File: src/rtl/status_array_arbiter_pkg.sv
// -----------------------------------------------------------------------------
// status_array_arbiter_pkg
// Shared widths, request layouts and FSM state encoding for the status array
// arbiter. These are the geometry parameters of the status array (row
// address width, row width, number of independently writable blocks per row).
// -----------------------------------------------------------------------------
package status_array_arbiter_pkg;

    localparam int ADDR_WIDTH = 4;
    localparam int ROW_WIDTH  = 8;
    localparam int NUM_BLOCKS = 4;

    typedef enum logic [0:0] {
        ST_WAIT_RDY = 1'b0,
        ST_RUN      = 1'b1
    } arb_state_e;

    // Update request as captured in its holding register.
    typedef struct packed {
        logic [ADDR_WIDTH-1:0] addr;
        logic [ROW_WIDTH-1:0]  data;
        logic [NUM_BLOCKS-1:0] wmask;
    } upd_req_t;

    localparam int UPD_REQ_W = $bits(upd_req_t);

    // Saturating increment for the 4-bit starvation counter.
    function automatic logic [3:0] sat_inc4(input logic [3:0] val);
        logic [3:0] res;
        if (val == 4'hF) begin
            res = val;
        end else begin
            res = val + 4'd1;
        end
        return res;
    endfunction

endpackage

File: src/rtl/status_req_holder.sv
// -----------------------------------------------------------------------------
// status_req_holder
// One-entry holding register for a request port. A load overrides an issue on
// the same edge, so a port can accept a new request while its held one is
// being issued.
// Ports:
//   clk, arst      clock, asynchronous active-high reset (empties the entry)
//   i_load         capture i_data (entry becomes full)
//   i_issue        held request leaves (entry becomes empty unless loaded)
//   i_data         request payload
//   o_full         entry holds a request
//   o_data         held payload
// -----------------------------------------------------------------------------
module status_req_holder #(
    parameter int WIDTH = 8
) (
    input  logic             clk,
    input  logic             arst,
    input  logic             i_load,
    input  logic             i_issue,
    input  logic [WIDTH-1:0] i_data,
    output logic             o_full,
    output logic [WIDTH-1:0] o_data
);

    logic             full_d, full_q;
    logic [WIDTH-1:0] data_d, data_q;

    // Next entry state: load wins over issue.
    always_comb begin
        full_d = full_q;
        data_d = data_q;
        if (i_load) begin
            full_d = 1'b1;
            data_d = i_data;
        end else if (i_issue) begin
            full_d = 1'b0;
        end else begin
            full_d = full_q;
        end
    end

    // Entry registers.
    always_ff @(posedge clk or posedge arst) begin
        if (arst) begin
            full_q <= 1'b0;
            data_q <= {WIDTH{1'b0}};
        end else begin
            full_q <= full_d;
            data_q <= data_d;
        end
    end

    assign o_full = full_q;
    assign o_data = data_q;

endmodule

File: src/rtl/status_array_arbiter.sv
// -----------------------------------------------------------------------------
// status_array_arbiter
// Arbitrates a lookup port and a status-update port onto a single status
// array request channel. Each port has a one-entry holding register; updates
// have priority so a lookup behind an update to the same row sees new data.
// Outputs to the array are registered and frozen while i_halt is high.
//
// Optional feature (macro STAT_ARB_FAIRNESS_EN): a 4-bit starvation counter
// counts update grants while a lookup waits; at STARVE_LIMIT the lookup wins
// the next issue. Without the macro, update priority is strict.
//
// Ports:
//   clk, arst                         clock, asynchronous active-high reset
//   i_halt                            pipeline stall (no accept, no issue)
//   i_lkp_valid/tag/addr, o_lkp_ready lookup request port
//   i_upd_valid/addr/data/wmask,
//   o_upd_ready                       update request port
//   i_sa_ready                        status array can take a request
//   o_sa_tag/addr/data/wen/wmask/valid registered request to status array
// -----------------------------------------------------------------------------
module status_array_arbiter
    import status_array_arbiter_pkg::*;
#(
    parameter int TAG_WIDTH    = 1,
    parameter int STARVE_LIMIT = 4
) (
    input  logic                  clk,
    input  logic                  arst,
    input  logic                  i_halt,
    input  logic                  i_lkp_valid,
    input  logic [TAG_WIDTH-1:0]  i_lkp_tag,
    input  logic [ADDR_WIDTH-1:0] i_lkp_addr,
    output logic                  o_lkp_ready,
    input  logic                  i_upd_valid,
    input  logic [ADDR_WIDTH-1:0] i_upd_addr,
    input  logic [ROW_WIDTH-1:0]  i_upd_data,
    input  logic [NUM_BLOCKS-1:0] i_upd_wmask,
    output logic                  o_upd_ready,
    input  logic                  i_sa_ready,
    output logic [TAG_WIDTH-1:0]  o_sa_tag,
    output logic [ADDR_WIDTH-1:0] o_sa_addr,
    output logic [ROW_WIDTH-1:0]  o_sa_data,
    output logic                  o_sa_wen,
    output logic [NUM_BLOCKS-1:0] o_sa_wmask,
    output logic                  o_sa_valid
);

    localparam int LKP_W = TAG_WIDTH + ADDR_WIDTH;

    arb_state_e state_d, state_q;

    logic                  run_s, issue_s, pick_upd_s, upd_issue_s, lkp_issue_s;
    logic                  lkp_full_s, upd_full_s, lkp_load_s, upd_load_s;
    logic [LKP_W-1:0]      lkp_held_s;
    upd_req_t              upd_in_s, upd_held_s;
    logic [UPD_REQ_W-1:0]  upd_held_raw_s;

    logic [TAG_WIDTH-1:0]  sa_tag_d, sa_tag_q;
    logic [ADDR_WIDTH-1:0] sa_addr_d, sa_addr_q;
    logic [ROW_WIDTH-1:0]  sa_data_d, sa_data_q;
    logic                  sa_wen_d, sa_wen_q;
    logic [NUM_BLOCKS-1:0] sa_wmask_d, sa_wmask_q;
    logic                  sa_valid_d, sa_valid_q;

    // Next state: wait for the array to report ready once, then run until reset.
    always_comb begin
        state_d = state_q;
        case (state_q)
            ST_WAIT_RDY: begin
                if (i_sa_ready) begin
                    state_d = ST_RUN;
                end else begin
                    state_d = ST_WAIT_RDY;
                end
            end
            ST_RUN:  state_d = ST_RUN;
            default: state_d = ST_WAIT_RDY;
        endcase
    end

    // State register.
    always_ff @(posedge clk or posedge arst) begin
        if (arst) begin
            state_q <= ST_WAIT_RDY;
        end else begin
            state_q <= state_d;
        end
    end

    assign run_s   = (state_q == ST_RUN);
    assign issue_s = run_s & ~i_halt & i_sa_ready & (lkp_full_s | upd_full_s);

`ifdef STAT_ARB_FAIRNESS_EN
    logic [3:0] starve_d, starve_q;
    logic       lkp_forced_s;

    assign lkp_forced_s = lkp_full_s & (starve_q >= 4'(STARVE_LIMIT));
    assign pick_upd_s   = upd_full_s & ~lkp_forced_s;

    // Starvation count: only meaningful while a lookup is actually waiting.
    always_comb begin
        starve_d = starve_q;
        if (lkp_issue_s || !lkp_full_s) begin
            starve_d = 4'd0;
        end else if (upd_issue_s) begin
            starve_d = sat_inc4(starve_q);
        end else begin
            starve_d = starve_q;
        end
    end

    // Starvation counter register.
    always_ff @(posedge clk or posedge arst) begin
        if (arst) begin
            starve_q <= 4'd0;
        end else begin
            starve_q <= starve_d;
        end
    end
`else
    logic [3:0] unused_starve_limit_s;

    assign unused_starve_limit_s = 4'(STARVE_LIMIT);
    assign pick_upd_s            = upd_full_s;
`endif

    assign upd_issue_s = issue_s & pick_upd_s;
    assign lkp_issue_s = issue_s & ~pick_upd_s;

    // A port is ready when empty or when its held request leaves this edge.
    assign o_lkp_ready = run_s & ~i_halt & (~lkp_full_s | lkp_issue_s);
    assign o_upd_ready = run_s & ~i_halt & (~upd_full_s | upd_issue_s);
    assign lkp_load_s  = i_lkp_valid & o_lkp_ready;
    assign upd_load_s  = i_upd_valid & o_upd_ready;

    assign upd_in_s   = '{addr: i_upd_addr, data: i_upd_data, wmask: i_upd_wmask};
    assign upd_held_s = upd_req_t'(upd_held_raw_s);

    status_req_holder #(.WIDTH(LKP_W)) u_lkp_holder (
        .clk     (clk),
        .arst    (arst),
        .i_load  (lkp_load_s),
        .i_issue (lkp_issue_s),
        .i_data  ({i_lkp_tag, i_lkp_addr}),
        .o_full  (lkp_full_s),
        .o_data  (lkp_held_s)
    );

    status_req_holder #(.WIDTH(UPD_REQ_W)) u_upd_holder (
        .clk     (clk),
        .arst    (arst),
        .i_load  (upd_load_s),
        .i_issue (upd_issue_s),
        .i_data  (upd_in_s),
        .o_full  (upd_full_s),
        .o_data  (upd_held_raw_s)
    );

    // Output channel: load the winner on issue, drop valid otherwise, freeze on halt.
    always_comb begin
        sa_tag_d   = sa_tag_q;
        sa_addr_d  = sa_addr_q;
        sa_data_d  = sa_data_q;
        sa_wen_d   = sa_wen_q;
        sa_wmask_d = sa_wmask_q;
        sa_valid_d = sa_valid_q;
        if (upd_issue_s) begin
            sa_valid_d = 1'b1;
            sa_wen_d   = 1'b1;
            sa_tag_d   = {TAG_WIDTH{1'b0}};
            sa_addr_d  = upd_held_s.addr;
            sa_data_d  = upd_held_s.data;
            sa_wmask_d = upd_held_s.wmask;
        end else if (lkp_issue_s) begin
            sa_valid_d = 1'b1;
            sa_wen_d   = 1'b0;
            sa_tag_d   = lkp_held_s[LKP_W-1:ADDR_WIDTH];
            sa_addr_d  = lkp_held_s[ADDR_WIDTH-1:0];
            sa_data_d  = {ROW_WIDTH{1'b0}};
            sa_wmask_d = {NUM_BLOCKS{1'b0}};
        end else if (!i_halt) begin
            sa_valid_d = 1'b0;
        end else begin
            sa_valid_d = sa_valid_q;
        end
    end

    // Output registers.
    always_ff @(posedge clk or posedge arst) begin
        if (arst) begin
            sa_tag_q   <= {TAG_WIDTH{1'b0}};
            sa_addr_q  <= {ADDR_WIDTH{1'b0}};
            sa_data_q  <= {ROW_WIDTH{1'b0}};
            sa_wen_q   <= 1'b0;
            sa_wmask_q <= {NUM_BLOCKS{1'b0}};
            sa_valid_q <= 1'b0;
        end else begin
            sa_tag_q   <= sa_tag_d;
            sa_addr_q  <= sa_addr_d;
            sa_data_q  <= sa_data_d;
            sa_wen_q   <= sa_wen_d;
            sa_wmask_q <= sa_wmask_d;
            sa_valid_q <= sa_valid_d;
        end
    end

    assign o_sa_tag   = sa_tag_q;
    assign o_sa_addr  = sa_addr_q;
    assign o_sa_data  = sa_data_q;
    assign o_sa_wen   = sa_wen_q;
    assign o_sa_wmask = sa_wmask_q;
    assign o_sa_valid = sa_valid_q;

endmodule
File: config.mk
export PLATFORM = sky130hd
export DESIGN_NAME = status_array_arbiter
export DESIGN_NICKNAME = d
export VERILOG_FILES = /design/src/rtl/status_array_arbiter_pkg.sv /design/src/rtl/status_req_holder.sv /design/src/rtl/status_array_arbiter.sv
export SDC_FILE = /design/constraint.sdc
export NUM_CORES = 1
export LEC_CHECK = 0
export CAP_MARGIN = 10
export CORE_ASPECT_RATIO = 1.1
export CORE_MARGIN = 1
export CORE_UTILIZATION = 51
export CTS_CLUSTER_SIZE = 20
export DETAILED_ROUTE_END_ITERATION = 6
export PLACE_DENSITY = 0.95
export SLEW_MARGIN = 20
export SYNTH_ARGS = -nofsm -noshare
export SYNTH_HDL_FRONTEND = slang
export SYNTH_HIERARCHICAL = 1
export SYNTH_SLANG_ARGS = --single-unit
export TNS_END_PERCENT = 10
File: constraint.sdc
create_clock -name clk -period 4.35 [get_ports clk]
set_input_delay 0.435 -clock clk [delete_from_list [all_inputs] [get_ports clk]]
set_output_delay 0.435 -clock clk [all_outputs]
set_load 0.01 [all_outputs]
==> metrics <==
fin crit share 53.1%; drt drc 0; Avg Inst Size Synth 14.7 um^2; DP Area 2240 um^2; hold_buf cts 0; fin area 2310 um^2; most common cell in the netlist dfrtp_1; Crit Path Category flop to output pin; grt ovf 0; worst-margin pin slew 0.927 ns; Area Overhead vs Synth 30.1%; ANT nets after route 0; number of synthesis warnings 6; post-synthesis sequential area ratio 60.5%; Synth Flop Type dfrtp_1; CTS tree built; post-detail-place hpwl 2530 um; number of synthesized flops with an enable pin 0; drt wl/cell 16.9 um; highest clock rate 0.433 GHz; I/O Buffers 47; Via density 5.32; post-CTS sizing 0; setup bufs post-CTS 0; Worst R2R End u_upd_holder/o_data[2]; outcome completed; endpoints failing setup 0; pwr dens 553 nW/um^2; Clk pin slew, worst setup/hold paths 0.12 ns; Syn Inst Count 121; I/O pins 48; first-pass GRT wire length 6230 um; worst reg2reg setup slack 2.25 ns; Setup Total Neg Slack 0 ns; RSZ-0062 raised after global routing no; top cells by count, synth 43 x dfrtp_1, 14 x mux2_4, 12 x a22o_1; Post-Route WL 3680 um; Synthesized Nets 148; nets 196; Die X 58.3 um; CP Capture Type output pin; Die ar. 3730 um^2; initial antenna violation count 0; critical path startpoint category flop; Max FO, Critical Path 13; largest net degree at the start of global routing 21; most area-consuming cells after synthesis dfrtp_1 61%, mux2_4 12%, a22o_1 5.9%, mux2_2 4.4%, buf_6 1.9%; via count 1,159; CTS HTree Levels 2; class of the worst hold path input port to asynchronous set/reset pin; Final Hold Vio Count 0; DRT Pass-1 Iters 4; fillers 243; Multi-input gate area 616 um^2; Pleak 1.01 nW; max_cap viols 0; vias in the first global route 1,277; WP data required 3.91 ns; Worst-Skew Late Latency 0.35 ns; FF-to-FF Start u_upd_holder/o_full; Reg area 1080 um^2; async set-reset flop share out of synthesis 100%; CTS buffer count 5; R2R depth 3; GRT Total Usage 22.7%; share of the synthesized area in the top cell type 60.5%; gpl congestion 0.865; Yosys top cell by area dfrtp_1; # rows 22; deepest clock path buffer count 2; crit path time final 2.31 ns; Antenna diodes 0; max-slew violation count 0; CTS root buf clkbuf_4; Detailed Route Iter0 Violations 62; share of layout cells above drive strength 1 19.4%; Setup Skew 0.0101 ns; Worst Path Arrival 1.88 ns; Core Area 3330 um^2; Slew Limit Headroom 38.2%; post-synthesis cell area 1780 um^2; clock tree sinks 43; IR Drop Worst-Case VDD 0.298 mV; #FFs+latches synth 43; Initial Utilization 53.4%; DIE HEIGHT 63.9 um; Cell variety after synth 27
[where the power goes]
group / total, mW / switching (mW) / internal, mW
Sequential: 0.636 / 0.102 / 0.534
Clock: 0.214 / 0.119 / 0.0952
Combinational: 0.429 / 0.150 / 0.279
[per-layer routing]
| metal | track usage [%] | up-vias | wire length, um |
|---|---|---|---|
| li1 | - | 525 | - |
| met1 | 30.5 | 587 | 1670 |
| met2 | 35.1 | 42 | 1780 |
| met3 | 7.49 | 5 | 193 |
| met4 | 6.85 | 0 | 36 |
| met5 | 0 | - | 0 |
[area by class of cell]
class	count	share of cell area, %
Tap cell	48	2.60
Timing Repair Buffer	47	20.3
Clock buffer	8	2.97
Sequential cell	43	46.5
Inverter	6	0.973
Multi-Input combinational cell	66	26.6
[cells in the final DEF, fill, tap and decap left out, drive strengths merged]
cell            n
nand2b          3
o2bb2ai         3
nand3b          1
clkbuf          8
nand2           4
and2            2
a21o            3
nor2            3
or2             1
mux2           21
a32oi           1
a22oi           3
o21ai           3
a21oi           2
nor2b           1
dfrtp          43
inv             6
and3b           1
clkdlybuf4s50  47
nand3           2
a22o           12
[worst max-delay path by stage]
| stage | startpoint | to | slack (ns) | cells past startpoint |
|---|---|---|---|---|
| 5_1_grt | u_upd_holder/o_full | o_lkp_ready | 1.96 | 3 |
| 2_1_floorplan | i_halt | u_upd_holder/o_data[10] | 2.65 | 6 |
| 3_5_place_dp | i_halt | u_upd_holder/o_data[2] | 1.79 | 5 |
| 6_report | u_upd_holder/o_full | o_lkp_ready | 2.04 | 3 |
| 4_1_cts | u_upd_holder/o_full | o_lkp_ready | 2.04 | 3 |
| 3_3_place_gp | i_halt | u_upd_holder/o_data[2] | 1.85 | 5 |
[per-stage QoR]
| step | power [mW] | instances | hold WS, ns | utilization [%] | setup slack, ns |
|---|---|---|---|---|---|
| global placement | 1.05 | 210 | 0.461 | 67.4 | 1.85 |
| detailed placement | 1.07 | 210 | 0.465 | 67.4 | 1.79 |
| finish | 1.28 | 218 | 0.360 | 69.5 | 2.04 |
| global route | 1.35 | 218 | 0.398 | 69.5 | 1.96 |
| floorplan | 0.859 | 121 | 0.226 | - | 2.65 |
| CTS | 1.28 | 218 | 0.362 | 69.5 | 2.04 |
[cell families after synthesis]
kind of cell / synth area share (%)
compound gates: 12.6
buf+inv: 4.86
flops: 60.5
mux: 16.3
simple gates: 5.77
[critical path, cell delays in order, from the launching register on]
cell and delay [ns]:
dfrtp_1 0.56, nand2b_1 0.22, a21oi_1 0.18, clkdlybuf4s50_1 0.56
[registers in the layout (all words and copies together) (netlist names)]
name	count
o_sa_valid	1
u_lkp_holder/o_data	5
o_sa_data	8
o_sa_wmask	4
u_upd_holder/o_full	1
run_s	1
o_sa_tag	1
u_lkp_holder/o_full	1
u_upd_holder/o_data	16
o_sa_wen	1
o_sa_addr	4
Power figures use the tool's default switching activity.
==> RTL change 1: new RTL, same flow settings <==
Build with the macro `STAT_ARB_FAIRNESS_EN` defined.
--- a/src/rtl/status_array_arbiter.sv
+++ b/src/rtl/status_array_arbiter.sv
@@ -18,6 +18,8 @@
 //   i_sa_ready                        status array can take a request
 //   o_sa_tag/addr/data/wen/wmask/valid registered request to status array
 // -----------------------------------------------------------------------------
+`define STAT_ARB_FAIRNESS_EN
+
 module status_array_arbiter
     import status_array_arbiter_pkg::*;
 #(
Function: changed (Yosys sat finds a counterexample within 10 cycles, from zero or initial values and one cycle with arst high).
==> RTL change 1 against the original RTL <==
Register-to-register slack lost 0.60 ns; clock skew shrank 0.0029 ns; design area grew 12%; sequential cell count grew 4; power grew 31%; routed wire length grew 7.2%; via count grew 13%; combinational power grew 43%; utilization shrank 0.46 points; first-iteration DRC count shrank 35%; worst setup slack lost 0.54 ns; fmax shrank 19%; synthesized area grew 14%; critical path type is now input port to primary output; largest cell class unchanged; highest routed layer unchanged.
==> RTL change 1: results (changes against the original RTL) <==
stage	metric	value	unit	change
synth	syn-num-nets	177		+20%
clock_tree	clk_pin_slew_worst_paths	0.08	ns	-0.04 ns
synth	synth_area_per_cell	13.66	um2	-7.0%
critical_path	startpoint	i_sa_ready		
min_path	hp-class	input port to async pin		
synth	yosys-top-cells-count	47 x dfrtp_1, 14 x mux2_4, 13 x a22o_1		
pwr	pg_clk	0.000272	W	+27%
synth	async_flop_share	100.0	%	unchanged
synth	synth_cell_types	33		+22%
global_routing	grt_pass1_vias	1301		+1.9%
synth	synthTopCellsByArea	dfrtp_1 58%, mux2_4 10%, a22o_1 5.6%		
placement	placedCellCount	238		+13%
pwr	peakVddDrop	0.4228	mV	+42%
final_layout	finalNonFillerCells	246		+13%
critical_path	worstReg2RegStart	u_upd_holder/o_full		
drt	drt_iter0_markers	40		-35%
global_routing	grt_pass1_wl	6361	um	+2.1%
drt	routed_wl	3949	um	+7.2%
global_routing	antenna_found_initial	0		unchanged
clock_tree	cts-htree-levels	2		unchanged
run_status	run_status	complete, no violations		
global_routing	grt_start_max_net_pins	25		+19%
drt	drtPass1Iterations	4		unchanged
clock_tree	clock-root-buffer	clkbuf_8		
clock_tree	clk-insertion-delay-late	0.30	ns	-0.05 ns
timing	clock_skew	0.007277	ns	-0.002851 ns
timing	maxSlewHeadroom	41.30	%	+3.1 points
synth	ys_seq_area_share	57.78	%	-2.7 points
timing	fin_crit_sh	65.53	%	+12 points
critical_path	crit_end	o_upd_ready		
critical_path	rrSetupSlack	1.65	ns	-0.60 ns
critical_path	worstPathMaxFanout	16		+3
critical_path	reg2reg_depth	4		+1
drt	via_count	1313		+13%
clock_tree	cts_setup_buffers	0		unchanged
final_layout	final_nets	223		+14%
clock_tree	cts_buffers	5		unchanged
placement	dpl_worst_slack	1.333	ns	-0.4534 ns
pwr	leakagePower	1.139	nW	+12%
final_layout	drive_gt1_share	19.90	%	+0.49 points
placement	place_area	2486	um2	+11%
pwr	clkPwrFrac	16.3	%	-0.4 points
placement	place_congestion	0.8365		-3.3%
pwr	p_comb_share	36.8	%	+3.2 points
pwr	power.switching	0.0005118	W	+38%
critical_path	r2r_end	u_upd_holder/o_data[13]		
global_routing	grt_usage	20.49	%	-2.2 points
critical_path	arrival	2.42	ns	+0.54 ns
placement	dp_hpwl	2836	um	+12%
[RTL change 1: cell count changes after synthesis, moves of 4 or more]
cell / delta
nand3_1: +5
o21ai_0: +5
a31oi_1: +4
dfrtp_1: +4
[RTL change 1: critical path: stages]
cell             delay [ns]
clkdlybuf4s50_1        0.53
nand3b_4               0.15
nor3_4                 0.54
or2_2                  0.22
clkdlybuf4s50_1        0.53
[RTL change 1: routing by layer]
metal / track usage [%] / routed length (um) / vias up
li1: - / - / 625
met5: 0 / 0 / -
met2: 34.07 / 1970 / 50
met4: 9.593 / 72 / 0
met3: 4.833 / 177 / 8
met1: 25.85 / 1729 / 630
[RTL change 1: cell type report]
type | count | area (um2)
Clock buffer | 7 | 86.33
Clock inverter | 1 | 8.758
Fill cell | 259 | 1160
Inverter | 6 | 22.52
Multi-Input combinational cell | 88 | 754.5
Sequential cell | 47 | 1176
Tap cell | 50 | 62.56
Timing Repair Buffer | 47 | 470.5
[RTL change 1: worst min-delay path by stage]
stage | cells after the start | startpoint | slack, ns | end
2_1_floorplan | 1 | arst | 0.23 | u_lkp_holder/o_data[0]
3_3_place_gp | 1 | u_upd_holder/o_data[3] | 0.47 | o_sa_wmask[3]
3_5_place_dp | 1 | o_sa_wen | 0.47 | o_sa_wen
4_1_cts | 2 | arst | 0.43 | u_lkp_holder/o_full
5_1_grt | 2 | arst | 0.43 | u_lkp_holder/o_full
6_report | 2 | arst | 0.41 | u_lkp_holder/o_full
[RTL change 1: kinds of logic (layout without fill, tap and decap cells)]
logic type,count (synthesis),count (layout),share of synthesized area [%]
DFF,47,47,57.78
AOI/OAI and AO/OA,37,37,13.03
and+or+nand+nor,29,29,9.220
muxes,21,21,14.20
buffers and inverters,14,61,5.163
adders and majority gates,1,1,0.6145
==> RTL change 2: new RTL, config.mk and constraints unchanged <==
Made on the original files. Change the package constant `ADDR_WIDTH` from 4 to 3.
--- a/src/rtl/status_array_arbiter_pkg.sv
+++ b/src/rtl/status_array_arbiter_pkg.sv
@@ -6,7 +6,7 @@
 // -----------------------------------------------------------------------------
 package status_array_arbiter_pkg;
 
-    localparam int ADDR_WIDTH = 4;
+    localparam int ADDR_WIDTH = 3;
     localparam int ROW_WIDTH  = 8;
     localparam int NUM_BLOCKS = 4;
 
Interface: changed (resized i_lkp_addr, i_upd_addr and o_sa_addr); port bits go from 48 to 45. The function was not compared with the original's and may differ.
==> RTL change 2 against the original RTL <==
First-iteration DRC count is 23% lower; routed wire length is 6.9% lower; clock skew is 0.0047 ns higher; largest cell class unchanged; synthesized area is 8.5% lower; design area is 5.7% lower; non-clock buffer count is 3 lower; worst setup slack better by 0.019 ns; power is 3.7% higher; sequential cell count is 3 lower; largest power group unchanged; highest routed layer unchanged.
==> RTL change 2: results (changes against the original RTL) <==
stage	metric	value	unit	change
placement	dp_hpwl	2460	um	-2.7%
synth	ys_seq_area_share	61.54	%	+1.0 points
global_routing	grtUsageMet2	35.97	%	+0.91 points
global_routing	grt_pass1_vias	1176		-7.9%
synth	yosys-top-cells-count	40 x dfrtp_1, 12 x a22o_1, 10 x mux2_2		
timing	clock_skew	0.01484	ns	+0.004715 ns
global_routing	grtUsageMet1	26.68	%	-3.8 points
final_layout	multiInputGateArea	548.0	um2	-11%
synth	synthTopCellsByArea	dfrtp_1 62%, mux2_4 8.3%, mux2_2 6.9%		
drt	routed_wl	3430	um	-6.9%
placement	portBuffers	44		-6.4%
global_routing	grt_usage	22.07	%	-0.65 points
final_layout	largest_register_ffs	15		-1
pwr	peakVddDrop	0.3976	mV	+33%
timing	maxSlewHeadroom	39.74	%	+1.5 points
drt	viasPerCell	5.639		+6.1%
synth	syn-num-nets	138		-6.8%
final_layout	nFillCells	218		-10%
run_status	run_status	complete, no violations		
pwr	leakagePower	0.9654	nW	-4.7%
global_routing	grt_pass1_wl	5554	um	-11%
critical_path	worstPathMaxFanout	4		-9
synth	synthMuxAreaShare	15.23	%	-1.0 points
drt	drt_iter0_markers	48		-23%
final_layout	final_nets	184		-6.1%
[RTL change 2: changes by cell type in the layout (fill, tap and decap cells not counted), moves of 2 or more]
cell,before,now
clkdlybuf4s50_1,47,44
bufinv_16,0,3
mux2_4,14,9
clkbuf_8,2,0
mux2_2,7,10
dfrtp_1,43,40
[RTL change 2: routing by layer]
metal / wire length [um] / vias up
li1: - / 493
met1: 1439 / 550
met2: 1677 / 45
met3: 249 / 6
met4: 64 / 0
met5: 0 / -
[RTL change 2: final cells by class]
| type | instances | share of cell area [%] |
|---|---|---|
| timing repair buffer | 44 | 20.18 |
| clock inverter | 3 | 4.128 |
| multi-input combinational | 62 | 25.11 |
| clock buffer | 5 | 1.720 |
| tap | 34 | 1.950 |
| sequential | 40 | 45.87 |
| inverter | 6 | 1.032 |
[RTL change 2: cell families after synthesis]
group / count (synthesis)
AND/OR/NAND/NOR: 18
flip-flops: 40
buffers and inverters: 11
multiplexers: 19
AO/OA/AOI/OAI: 25
[RTL change 2: metrics by stage]
stage | instances | hold slack, ns | total power, W | setup slack, ns
global placement | 186 | 0.4705 | 0.0009528 | 1.898
floorplan | 113 | 0.2135 | 0.0007754 | 2.656
global route | 194 | 0.3504 | 0.001394 | 1.974
finish | 194 | 0.3407 | 0.001326 | 2.059
detailed placement | 186 | 0.4774 | 0.0009736 | 1.792
CTS | 194 | 0.3321 | 0.001337 | 2.060
[RTL change 2: power breakdown]
part           internal (W)  switching (W)
clock              0.000237       0.000121
combinational      0.000246       0.000135
sequential         0.000495      0.0000926
[RTL change 2: critical path, cell delays in order]
cell and delay, ns:
clkdlybuf4s50_1 0.45, nand2b_1 0.22, a21oi_1 0.19, clkdlybuf4s50_1 0.56
[RTL change 2: worst paths after layout]
kind | from | end | cells after the start
worst max-delay path | i_halt | o_lkp_ready | 4
worst min-delay path | arst | u_lkp_holder/o_data[2] | 2
worst max register to register | u_upd_holder/o_full | u_upd_holder/o_data[1] | 3
worst min register to register | u_upd_holder/o_data[2] | o_sa_wmask[2] | 1
max in group asynchronous | arst | o_sa_data[7] | 2
min in group clk | u_upd_holder/o_data[2] | o_sa_wmask[2] | 1
